==> src/rtl/palindrome_tx.sv <==
// Serial palindrome frame transmitter: sends a latched half-word LSB first,
// then its mirror image, with an optional shared middle bit for odd frames.
module palindrome_tx #(
  parameter int HALF_W = 4
) (
  input  logic              clk,
  input  logic              reset,
  input  logic [HALF_W-1:0] data_i,
  input  logic              odd_i,
  input  logic              valid_i,
  output logic              ready_o,
  output logic              x_o,
  output logic              x_valid_o,
  output logic              last_o,
  output logic              busy_o
);

  localparam int CW = $clog2(HALF_W) + 1;
  localparam int IW = $clog2(HALF_W);
  localparam logic [CW-1:0] TOP_IDX = CW'(HALF_W - 1);
  localparam logic [CW-1:0] MID_IDX = CW'(HALF_W - 2);

  typedef enum logic [1:0] {
    IDLE,
    FWD,
    REV
  } state_t;

  state_t            state;
  state_t            state_next;
  logic [HALF_W-1:0] data_q;
  logic [HALF_W-1:0] data_next;
  logic              odd_q;
  logic              odd_next;
  logic [CW-1:0]     cnt;
  logic [CW-1:0]     cnt_next;
  logic              accept;

  assign accept = valid_i & ready_o;

  always_ff @(posedge clk or posedge reset) begin
    if (reset) begin
      state  <= IDLE;
      data_q <= '0;
      odd_q  <= 1'b0;
      cnt    <= '0;
    end else begin
      state  <= state_next;
      data_q <= data_next;
      odd_q  <= odd_next;
      cnt    <= cnt_next;
    end
  end

  // The last REV bit can accept the next frame, so frames chain with no bubble.
  always_comb begin
    state_next = state;
    cnt_next   = cnt;
    data_next  = data_q;
    odd_next   = odd_q;
    if (accept) begin
      data_next = data_i;
      odd_next  = odd_i;
    end
    case (state)
      IDLE: begin
        if (accept) begin
          state_next = FWD;
          cnt_next   = '0;
        end
      end
      FWD: begin
        if (cnt == TOP_IDX) begin
          state_next = REV;
          cnt_next   = odd_q ? MID_IDX : TOP_IDX;
        end else begin
          cnt_next = cnt + CW'(1);
        end
      end
      REV: begin
        if (cnt == '0) begin
          if (accept) begin
            state_next = FWD;
            cnt_next   = '0;
          end else begin
            state_next = IDLE;
          end
        end else begin
          cnt_next = cnt - CW'(1);
        end
      end
      default: begin
        state_next = IDLE;
        cnt_next   = '0;
      end
    endcase
  end

  // ready_o is forced low while reset is held, even though state is IDLE.
  always_comb begin
    busy_o    = 1'b0;
    x_valid_o = 1'b0;
    x_o       = 1'b0;
    last_o    = 1'b0;
    ready_o   = 1'b0;
    if (state != IDLE) begin
      busy_o    = 1'b1;
      x_valid_o = 1'b1;
      x_o       = data_q[cnt[IW-1:0]];
    end
    if ((state == REV) && (cnt == '0)) begin
      last_o = 1'b1;
    end
    ready_o = ~reset & ((state == IDLE) | last_o);
  end

endmodule

==> config.mk <==
export PLATFORM = sky130hd
export DESIGN_NAME = palindrome_tx
export DESIGN_NICKNAME = d
export VERILOG_FILES = /design/src/rtl/palindrome_tx.sv
export SDC_FILE = /design/constraint.sdc
export NUM_CORES = 1
export LEC_CHECK = 0
export BUFFER_PORTS_ARGS = -buffer_cell sky130_fd_sc_hd__buf_2
export CORE_AREA = 10 10 47 49
export DETAILED_ROUTE_END_ITERATION = 6
export DIE_AREA = 0 0 57 59
export PLACE_DENSITY = 0.7
export SETUP_SLACK_MARGIN = 0.02
export SLEW_MARGIN = 10
export SYNTH_ARGS = -nofsm -noshare
export SYNTH_HDL_FRONTEND = slang
export SYNTH_SLANG_ARGS = --single-unit
==> constraint.sdc <==
create_clock -name clk -period 1.85 [get_ports clk]
set_input_delay 0.555 -clock clk [delete_from_list [all_inputs] [get_ports clk]]
set_output_delay 0.555 -clock clk [all_outputs]
set_load 0.02 [all_outputs]
Yosys cells after proc, flatten, opt, wreduce, memory -nomap -nowiden
Index checks and enable logic that the tools add are counted.
Storage, ports and cells
  logic and storage cells: 37
  input port bits: 8
  output and inout port bits: 5
  bits in registers: 10
Cells by class
  $lt $le $gt $ge: 1
  bitwise gates (word level): 4
  muxes and demuxes: 15
  reduce and logical (&&, ||, !) cells: 5
  equal/unequal tests: 6
  add/sub/neg operators: 2
Operators with widths (count)
  $mux 3: 3
  $pmux 3 s3: 1
  $mux 1: 6
  $mux 2: 3
  $ne 2x2->1 const B: 3
  $pmux 2 s3: 1
  $add 3x1->3 const B: 1
  $eq 3x2->1 const B: 1
  $logic_not 3->1: 1
  $lt 2x3->1 const B: 1
  $reduce_and 3->1: 1
  $sub 3x1->3 const B: 1
  $and 1x1->1: 2
  $bmux 1 s2: 1
  $eq 2x1->1 const B: 1
  $eq 2x2->1 const B: 1
  $logic_not 2->1: 1
  $reduce_bool 2->1: 1
  $logic_and 1x1->1: 1
  $not 1->1: 1
  $or 1x1->1: 1

Logic depth before layout (Yosys ltp)
Gate-level depths: netlist of run 1.
  depth in word-level cells: 9
  depth in mapped cells: 5
  mapped depth without buffers: 5

Worst setup path before layout of run 1
Ideal clock, no wire load.
  path type: reg-to-output
  start: register cnt[0]
  end: output ready_o
  arrival: 1.295 ns
  data required time: 1.295 ns
  cell stages (with the launch flop): 6
  path buffers: 0
  path slack: 0.000 ns
  cell sequence: dfrtp_1 -> inv_1 -> ha_1 -> nand2b_4 -> a21o_2 -> nor2_1
Between the ends
  word-level cells in the longest chain between the ends: 5
Ends and longest elaborated chain
  from (decl): line 35  | logic [CW-1:0] cnt;
  from (signal assigned): line 51  | cnt <= cnt_next;
  $logic_not 3->1: line 111  | if ((state == REV) && (cnt == '0)) begin
  $logic_and 1x1->1: line 111
  $mux 1: line 111
  $or 1x1->1: line 114  | ready_o = ~reset & ((state == IDLE) | last_o);
  $and 1x1->1: line 114
  to (decl): line 11  | output logic ready_o,
No other way between the ends.

Worst setup path in the final report of run 1
  start: register cnt[1]
  end: output x_o
Between the ends
  word-level cells in the longest chain between the ends: 3
Ends and longest elaborated chain
  $bmux 1 s2: line 109  | x_o = data_q[cnt[IW-1:0]];
  $mux 1 (implied by the code): line 109
  $mux 1: line 106  | if (state != IDLE) begin
  to (decl): line 12  | output logic x_o,
No other way between the ends. The select of a mux whose other input is x is not followed.

==> results of run 1 <==
-- timing repair --
item / 4_1_cts / 5_1_grt
endpoints found under the setup margin: 3 / 3
pin swaps: 1 / 1
setup buffers: 2 / 2
resized for setup: 13 / 2
-- state kept, by name, indices dropped and copies added (netlist names) --
register	flops
cnt	3
state	2
odd_q	1
data_q	4
-- power by group through the flow --
stage / logic [mW] / clock network [mW] / registers [mW]
floorplan: 0.600 / 0 / 0.409
global placement: 0.801 / 0 / 0.423
detailed placement: 0.816 / 0 / 0.425
CTS: 0.958 / 0.203 / 0.425
global route: 1.12 / 0.209 / 0.442
finish: 1.03 / 0.198 / 0.424
-- cells in the mapped netlist --
library cell  number  area, µm²
o31ai_1            1       7.51
inv_1              4       15.0
nor3_1             1       5.00
nand2b_1           1       6.26
nor2_1             3       11.3
mux2i_1            2       20.0
nor4b_1            1       8.76
a21o_2             1       8.76
a2111oi_0          1       8.76
or2_2              1       6.26
a211oi_4           1       20.0
clkbuf_1           1       3.75
o211ai_1           1       7.51
ha_1               3       37.5
and2_1             1       6.26
nand3_1            1       5.00
dfrtp_1           10        250
nand2_1            4       15.0
mux4_2             1       22.5
o21ai_0            3       15.0
buf_4              1       7.51
mux2_4             5       75.1
o2111ai_1          1       8.76
nand2b_4           2       27.5
and2b_2            1       8.76
a211o_1            1       8.76
nor2b_1            2       12.5
-- routing by layer --
metal	vias up	GRT usage [%]	share of wire, %
met5	-	0	0
met4	0	4.03	0
met3	0	3.00	5.2
met2	8	15.0	52
met1	241	9.51	43
li1	239	-	-
-- path summary, 6_finish.rpt --
kind                             end  depth (start not counted)       from
setup / recovery                 x_o                          3     cnt[1]
hold reg to reg            data_q[3]                          1  data_q[3]
hold / removal                cnt[0]                          2      reset
setup reg to reg           data_q[3]                          7     cnt[0]
min in group clk           data_q[3]                          1  data_q[3]
max in group asynchronous   state[1]                          2      reset
-- final cells by class --
cell class	instances	area, µm²	area share, %
flip-flops and latches	10	251	29.4
well taps	16	20.0	2.34
multi-input cells	39	387	45.2
repair buffers	21	146	17.1
clock buffers	4	36.3	4.24
inverters	4	15.0	1.75
-- critical path: stages, from the launching register on --
cell and delay [ns]:
dfrtp_1 0.40, mux4_2 0.51, and2_4 0.15, buf_6 0.12
-- logic make-up after synthesis --
kind of cell | count (synthesis)
adders and majority gates | 3
and+or+nand+nor | 18
buffers and inverters | 6
AOI/OAI and AO/OA | 10
muxes | 8
DFF | 10
==> impl_metrics.yaml, run 1 <==
outcome:
  status: "complete, but fails checks"
  violations: "negative setup slack"
pwr:
  p_leak_nw: 0.398
  power_frac_comb_pct: 62.3
  swShare_pct: 38.9
  ir_drop_mv: 0.850
  p_int_mw: 1.01
  p_per_area_nw_per_um2: 1930
  power_frac_clock_pct: 12.0
  p_sw_mw: 0.641
  power_mw: 1.65
  p_seq_share_pct: 25.7
clock_network:
  cts_max_path_buffers: 2
  root_buffer: "clkbuf_4"
  clock_latency_ns: 0.26
  cts_tree: "yes"
  ctsHoldBuffers: 0
  path_clk_slew_ns: 0.07
  cts_sinks: 10
  cts.htree.levels: 1
  numCtsBuffers: 3
route:
  wl_per_cell_um: 15.0
  first_iter_violations: 4
  drt_pass1_iterations: 4
  ant_nets: 0
  vias: 488
  drc_errors: 0
  drt-total-wl_um: 1410
  viasPerCell: 5.19
logic_synthesis:
  muxShareOfSynthArea_pct: 18.7
  synth_adder_area_share_pct: 5.96
  avgSynthCellArea_um2: 11.4
  synth-simple-area-share_pct: 17.9
  synth_cell_type_count: 27
  yosysSeqAreaShare_pct: 39.8
  ys_ff_latch: 10
  synthXorXnorAreaFrac_pct: 0
  synth_top_family_by_area: "multiplexers"
  ys.warnings.count: 0
  mappedNetlistArea_um2: 629
  synthCells: 55
  synth-compound-area-share_pct: 13.5
  synth_nets: 66
placed_design:
  io_buffers: 12
  dp_hpwl_um: 1040
  placed_area_um2: 738
  placed_cells: 86
  dp_slack_ns: 0.0294
  gp_congestion: 0.848
floorplan:
  die_w_um: 57
  die_y_um: 59
  die-area_um2: 3360
  coreArea_um2: 1400
  io-pin-count: 13
  rows: 14
  start_util_pct: 44.9
grt:
  first_global_vias: 567
  grtUsageTotal_pct: 8.77
  antenna_found_initial: 0
  grt_first_pass_wirelength_um: 2410
  grt_max_degree: 11
  overflow: 0
timing:
  rsz0062_at_grt: "yes"
  setup_viol: 3
  max_freq_mhz: 502
  finalCriticalPeriod_ns: 1.99
  tns_ns: -0.300
  hold_viol_final: 0
  final_max_slew_viol_count: 0
  whs_ns: 0.304
  relSlewSlack_pct: 70.9
  finalWorstSetupSlack_ns: -0.143
  period_share_pct: 108
  skew_ns: 0.00239
  tightest_slew_ns: 0.426
cells_and_area:
  final_cell_mix: "9 x dfrtp_1, 9 x buf_2, 9 x buf_4"
  postLayoutCoreUtil_pct: 61.1
  fin_area_um2: 856
  layout.nets: 90
  syn_to_final_growth_pct: 36.0
  fillers: 123
  final_layout_size_suffix_gt1_share_pct: 56.4
  layout.cells.non_filler: 94
  antenna_cells: 0
worst_setup_path:
  cp.required_ns: 1.29
  rrSetupSlack_ns: 0.17
  worst-path-max-fanout: 3
  critical_path_arrival_ns: 1.44
  worstSetupPathType: "reg -> out"
  start_kind: "flop"
  crit_path_end_kind: "output pin"
worst_hold_path:
  hold_class: "in -> async"
job:
  cap_violations: 0
No activity file was read; power rests on OpenSTA's default activity.
==> run 2, diff against run 1 <==
--- a/config.mk
+++ b/config.mk
@@ -10,7 +10,6 @@
 export DETAILED_ROUTE_END_ITERATION = 6
 export DIE_AREA = 0 0 57 59
 export PLACE_DENSITY = 0.7
-export SETUP_SLACK_MARGIN = 0.02
 export SLEW_MARGIN = 10
 export SYNTH_ARGS = -nofsm -noshare
 export SYNTH_HDL_FRONTEND = slang
==> impl_metrics.yaml, run 2 (synthesized netlist as in run 1, its figures left out) <==
route:
  vias: 486
  drc_errors: 0
  wl_per_cell_um: 15.5
  drt-total-wl_um: 1450
  first_iter_violations: 1
  drt_pass1_iterations: 2
  viasPerCell: 5.17
  ant_nets: 0
floorplan:
  coreArea_um2: 1400
  die_w_um: 57
  rows: 14
  io-pin-count: 13
  start_util_pct: 44.9
  die_y_um: 59
  die-area_um2: 3360
clock_network:
  path_clk_slew_ns: 0.07
  clock_latency_ns: 0.26
  root_buffer: "clkbuf_4"
  ctsHoldBuffers: 0
  cts_tree: "yes"
  cts.htree.levels: 1
  cts_sinks: 10
  numCtsBuffers: 3
  cts_max_path_buffers: 2
cells_and_area:
  final_layout_size_suffix_gt1_share_pct: 56.4
  layout.nets: 90
  final_cell_mix: "9 x dfrtp_1, 9 x buf_2, 9 x buf_4"
  postLayoutCoreUtil_pct: 61.1
  layout.cells.non_filler: 94
  syn_to_final_growth_pct: 36.0
  multi_input_area_um2: 387
  fin_area_um2: 856
  regMostFlops: "data_q"
  largest_reg_flops: 4
  seq_area_um2: 251
  antenna_cells: 0
  fillers: 124
  top_regs: "data_q (4), cnt (3), state (2)"
worst_setup_path:
  cp.required_ns: 1.29
  worstRegToRegCells: 7
  rrSetupSlack_ns: 0.13
  slowest_stage: "mux4_2"
  worst-path-max-fanout: 3
  cp_top_family: "multiplexers"
  crit_chain: "mux4_2 > and2_4 > buf_6"
  critical_path_arrival_ns: 1.44
  worst-path-stages: 3
  critical_path_buf_inv_count: 1
  start_kind: "flop"
  crit_path_end_kind: "output pin"
  worstSetupPathType: "reg -> out"
  cpPeakStageDelay_ns: 0.51
timing:
  tightest_slew_ns: 0.415
  skew_ns: 0.00155
  whs_ns: 0.301
  tns_ns: -0.361
  final_max_slew_viol_count: 0
  setup_viol: 3
  rsz0062_at_grt: "yes"
  period_share_pct: 108
  max_freq_mhz: 501
  finalWorstSetupSlack_ns: -0.146
  finalCriticalPeriod_ns: 2.00
  relSlewSlack_pct: 71.7
  hold_viol_final: 0
pwr:
  p_seq_share_pct: 25.8
  p_leak_nw: 0.398
  power_frac_comb_pct: 62.1
  p_per_area_nw_per_um2: 1940
  p_sw_mw: 0.649
  power_frac_clock_pct: 12.1
  p_int_mw: 1.01
  swShare_pct: 39.2
  power_mw: 1.66
  ir_drop_mv: 0.859
placed_design:
  placed_area_um2: 738
  placed_cells: 86
  dp_slack_ns: 0.0294
  io_buffers: 12
  dp_hpwl_um: 1040
  gp_congestion: 0.848
grt:
  antenna_found_initial: 0
  use_met3_pct: 3.00
  overflow: 0
  use_met1_pct: 9.99
  grt_use_met2_pct: 15.2
  first_global_vias: 560
  grtUsageTotal_pct: 8.98
  grt_first_pass_wirelength_um: 2440
  grt_max_degree: 11
  busiest_layer: "met2"
outcome:
  status: "complete, but fails checks"
  violations: "negative setup slack"
job:
  cap_violations: 0
worst_hold_path:
  hold_class: "in -> async"
## run 2: cell counts in the layout (fill, tap and decap cells not counted)
No cell type changed its count.
## run 2: final timing paths
kind / from / to
max: cnt[1] / x_o
min: reset / cnt[0]
max reg2reg: cnt[1] / data_q[2]
min reg2reg: data_q[3] / data_q[3]
max in group asynchronous: reset / state[1]
min in group clk: data_q[3] / data_q[3]
## run 2: area by class of cell
type,instances,share of cell area (%)
Multi-Input combinational cell,39,45.2
Sequential cell,10,29.4
Clock buffer,4,4.24
Tap cell,16,2.34
Inverter,4,1.75
Timing Repair Buffer,21,17.1
## run 2: metal layers
metal | vias to the layer above | wire length (µm)
met1 | 239 | 629
met2 | 8 | 750
li1 | 239 | -
met4 | 0 | 0
met5 | - | 0
met3 | 0 | 74
## run 2: timing repair
item / CTS / global route
pin swaps: 1 / 2
setup endpoints to repair: 3 / 5
resized for setup: 11 / 4
buffers inserted: 2 / 2
gates cloned: 0 / 0
## run 2: power groups by stage
stage	combinational [mW]	clock, mW	sequential [mW]
detailed placement	0.816	0	0.425
finish	1.03	0.201	0.427
CTS	0.956	0.203	0.423
floorplan	0.600	0	0.409
global route	1.12	0.208	0.442
global placement	0.801	0	0.423
## run 2: worst reg2reg max path: stages (launching register included)
cell and delay (ns):
dfrtp_1 0.41, inv_2 0.09, ha_4 0.15, nand2b_4 0.07, buf_6 0.13, a211oi_4 0.25, buf_4 0.20, mux2_4 0.30
==> run 3, diff against run 2 <==
--- a/config.mk
+++ b/config.mk
@@ -9,8 +9,8 @@
 export CORE_AREA = 10 10 47 49
 export DETAILED_ROUTE_END_ITERATION = 6
 export DIE_AREA = 0 0 57 59
-export PLACE_DENSITY = 0.7
-export SLEW_MARGIN = 10
+export PLACE_DENSITY_LB_ADDON = 0.12
+export SLEW_MARGIN = 20
 export SYNTH_ARGS = -nofsm -noshare
 export SYNTH_HDL_FRONTEND = slang
 export SYNTH_SLANG_ARGS = --single-unit
==> impl_metrics.yaml, run 3 (synthesized netlist as in run 1, its figures left out) <==
cells_and_area:
  layout.nets: 88
  final_cell_mix: "9 x dfrtp_1, 9 x buf_2, 8 x buf_4"
  fillers: 126
  fin_area_um2: 837
  largest_reg_flops: 4
  syn_to_final_growth_pct: 33.0
  antenna_cells: 0
  final_layout_size_suffix_gt1_share_pct: 55.3
  postLayoutCoreUtil_pct: 59.7
  layout.cells.non_filler: 92
  regMostFlops: "data_q"
  top_regs: "data_q (4), cnt (3), state (2)"
floorplan:
  start_util_pct: 44.9
  rows: 14
  die_y_um: 59
  die_w_um: 57
  coreArea_um2: 1400
  die-area_um2: 3360
  io-pin-count: 13
placed_design:
  gp_congestion: 0.795
  placed_cells: 87
  dp_hpwl_um: 980
  dp_slack_ns: 0.0501
  placed_area_um2: 746
  io_buffers: 12
clock_network:
  cts_tree: "yes"
  clock_latency_ns: 0.27
  cts.htree.levels: 1
  cts_max_path_buffers: 2
  root_buffer: "clkbuf_4"
  numCtsBuffers: 3
  path_clk_slew_ns: 0.07
  cts_sinks: 10
worst_setup_path:
  cp.required_ns: 1.29
  crit_path_end_kind: "output pin"
  worst-path-max-fanout: 3
  critical_path_arrival_ns: 1.45
  slowest_stage: "mux4_2"
  start_kind: "flop"
  crit_chain: "mux4_2 > and2_4 > buf_6"
  worstSetupPathType: "reg -> out"
  cpPeakStageDelay_ns: 0.51
route:
  drc_errors: 0
  wl_per_cell_um: 14.3
  ant_nets: 0
  drt-total-wl_um: 1310
  drt_pass1_iterations: 4
  vias: 485
  first_iter_violations: 6
  viasPerCell: 5.27
timing:
  finalCriticalPeriod_ns: 2.01
  max_freq_mhz: 499
  relSlewSlack_pct: 71.2
  tns_ns: -0.259
  rsz0062_at_grt: "yes"
  whs_ns: 0.298
  skew_ns: 0.00949
  setup_viol: 2
  tightest_slew_ns: 0.421
  final_max_slew_viol_count: 0
  period_share_pct: 108
  hold_viol_final: 0
  finalWorstSetupSlack_ns: -0.156
grt:
  overflow: 0
  first_global_vias: 511
  grt_first_pass_wirelength_um: 2280
  grtUsageTotal_pct: 8.33
  antenna_found_initial: 0
  grt_max_degree: 12
pwr:
  power_frac_comb_pct: 61.0
  p_seq_share_pct: 26.7
  p_per_area_nw_per_um2: 1900
  power_frac_clock_pct: 12.4
  p_int_mw: 0.967
  swShare_pct: 39.1
  ir_drop_mv: 0.952
  power_mw: 1.59
  p_leak_nw: 0.388
  p_sw_mw: 0.620
worst_hold_path:
  hold_class: "in -> async"
job:
  cap_violations: 0
outcome:
  violations: "negative setup slack"
  status: "complete, but fails checks"
## run 3: cell types whose count changed in the layout (fill, tap and decap cells not counted)
cell,before,now
buf_4,9,8
buf_6,3,2
## run 3: routing by layer
| metal | up-vias | wire length, µm | track usage, % |
|---|---|---|---|
| met5 | - | 0 | 0 |
| met4 | 0 | 17 | 1.01 |
| met3 | 2 | 80 | 4.94 |
| met2 | 14 | 622 | 13.2 |
| met1 | 233 | 592 | 9.73 |
| li1 | 236 | - | - |
## run 3: worst paths after layout
path,from,end,slack (ns),cells past startpoint
max reg2reg,cnt[1],data_q[2],0.16,7
min in group clk,data_i[0],data_q[0],0.51,2
min reg2reg,data_q[2],data_q[2],0.51,1
max in group asynchronous,reset,state[1],1.24,2
max,cnt[1],x_o,-0.16,3
min,reset,data_q[2],0.30,2
## run 3: power groups by stage
stage               combinational, mW  sequential, mW  clock [mW]
finish                          0.968           0.423       0.196
global route                     1.05           0.441       0.221
CTS                             0.939           0.420       0.208
detailed placement              0.822           0.423           0
global placement                0.825           0.424           0
floorplan                       0.600           0.409           0
## run 3: area by class of cell
class | instances | area (µm²) | share of cell area, %
Tap cell | 16 | 20.0 | 2.39
Timing Repair Buffer | 19 | 128 | 15.2
Sequential cell | 10 | 251 | 30.0
Inverter | 4 | 15.0 | 1.79
Clock buffer | 4 | 36.3 | 4.33
Multi-Input combinational cell | 39 | 387 | 46.2
## run 3: what timing repair did
| item | in CTS | in global routing |
|---|---|---|
| endpoints found under the hold margin | 0 | 0 |
| hold buffers | 0 | 0 |
| resized for setup | 11 | 3 |
| pin swaps | 1 | 1 |
| endpoints found under the setup margin | 3 | 5 |
| setup buffers | 1 | 0 |
## run 3: critical path, delay by kind of cell, from the launching register on
kind / cells / cell delay (ns)
and+or+nand+nor: 1 / 0.15
muxes: 1 / 0.51
buffers and inverters: 1 / 0.12
DFF: 1 / 0.41
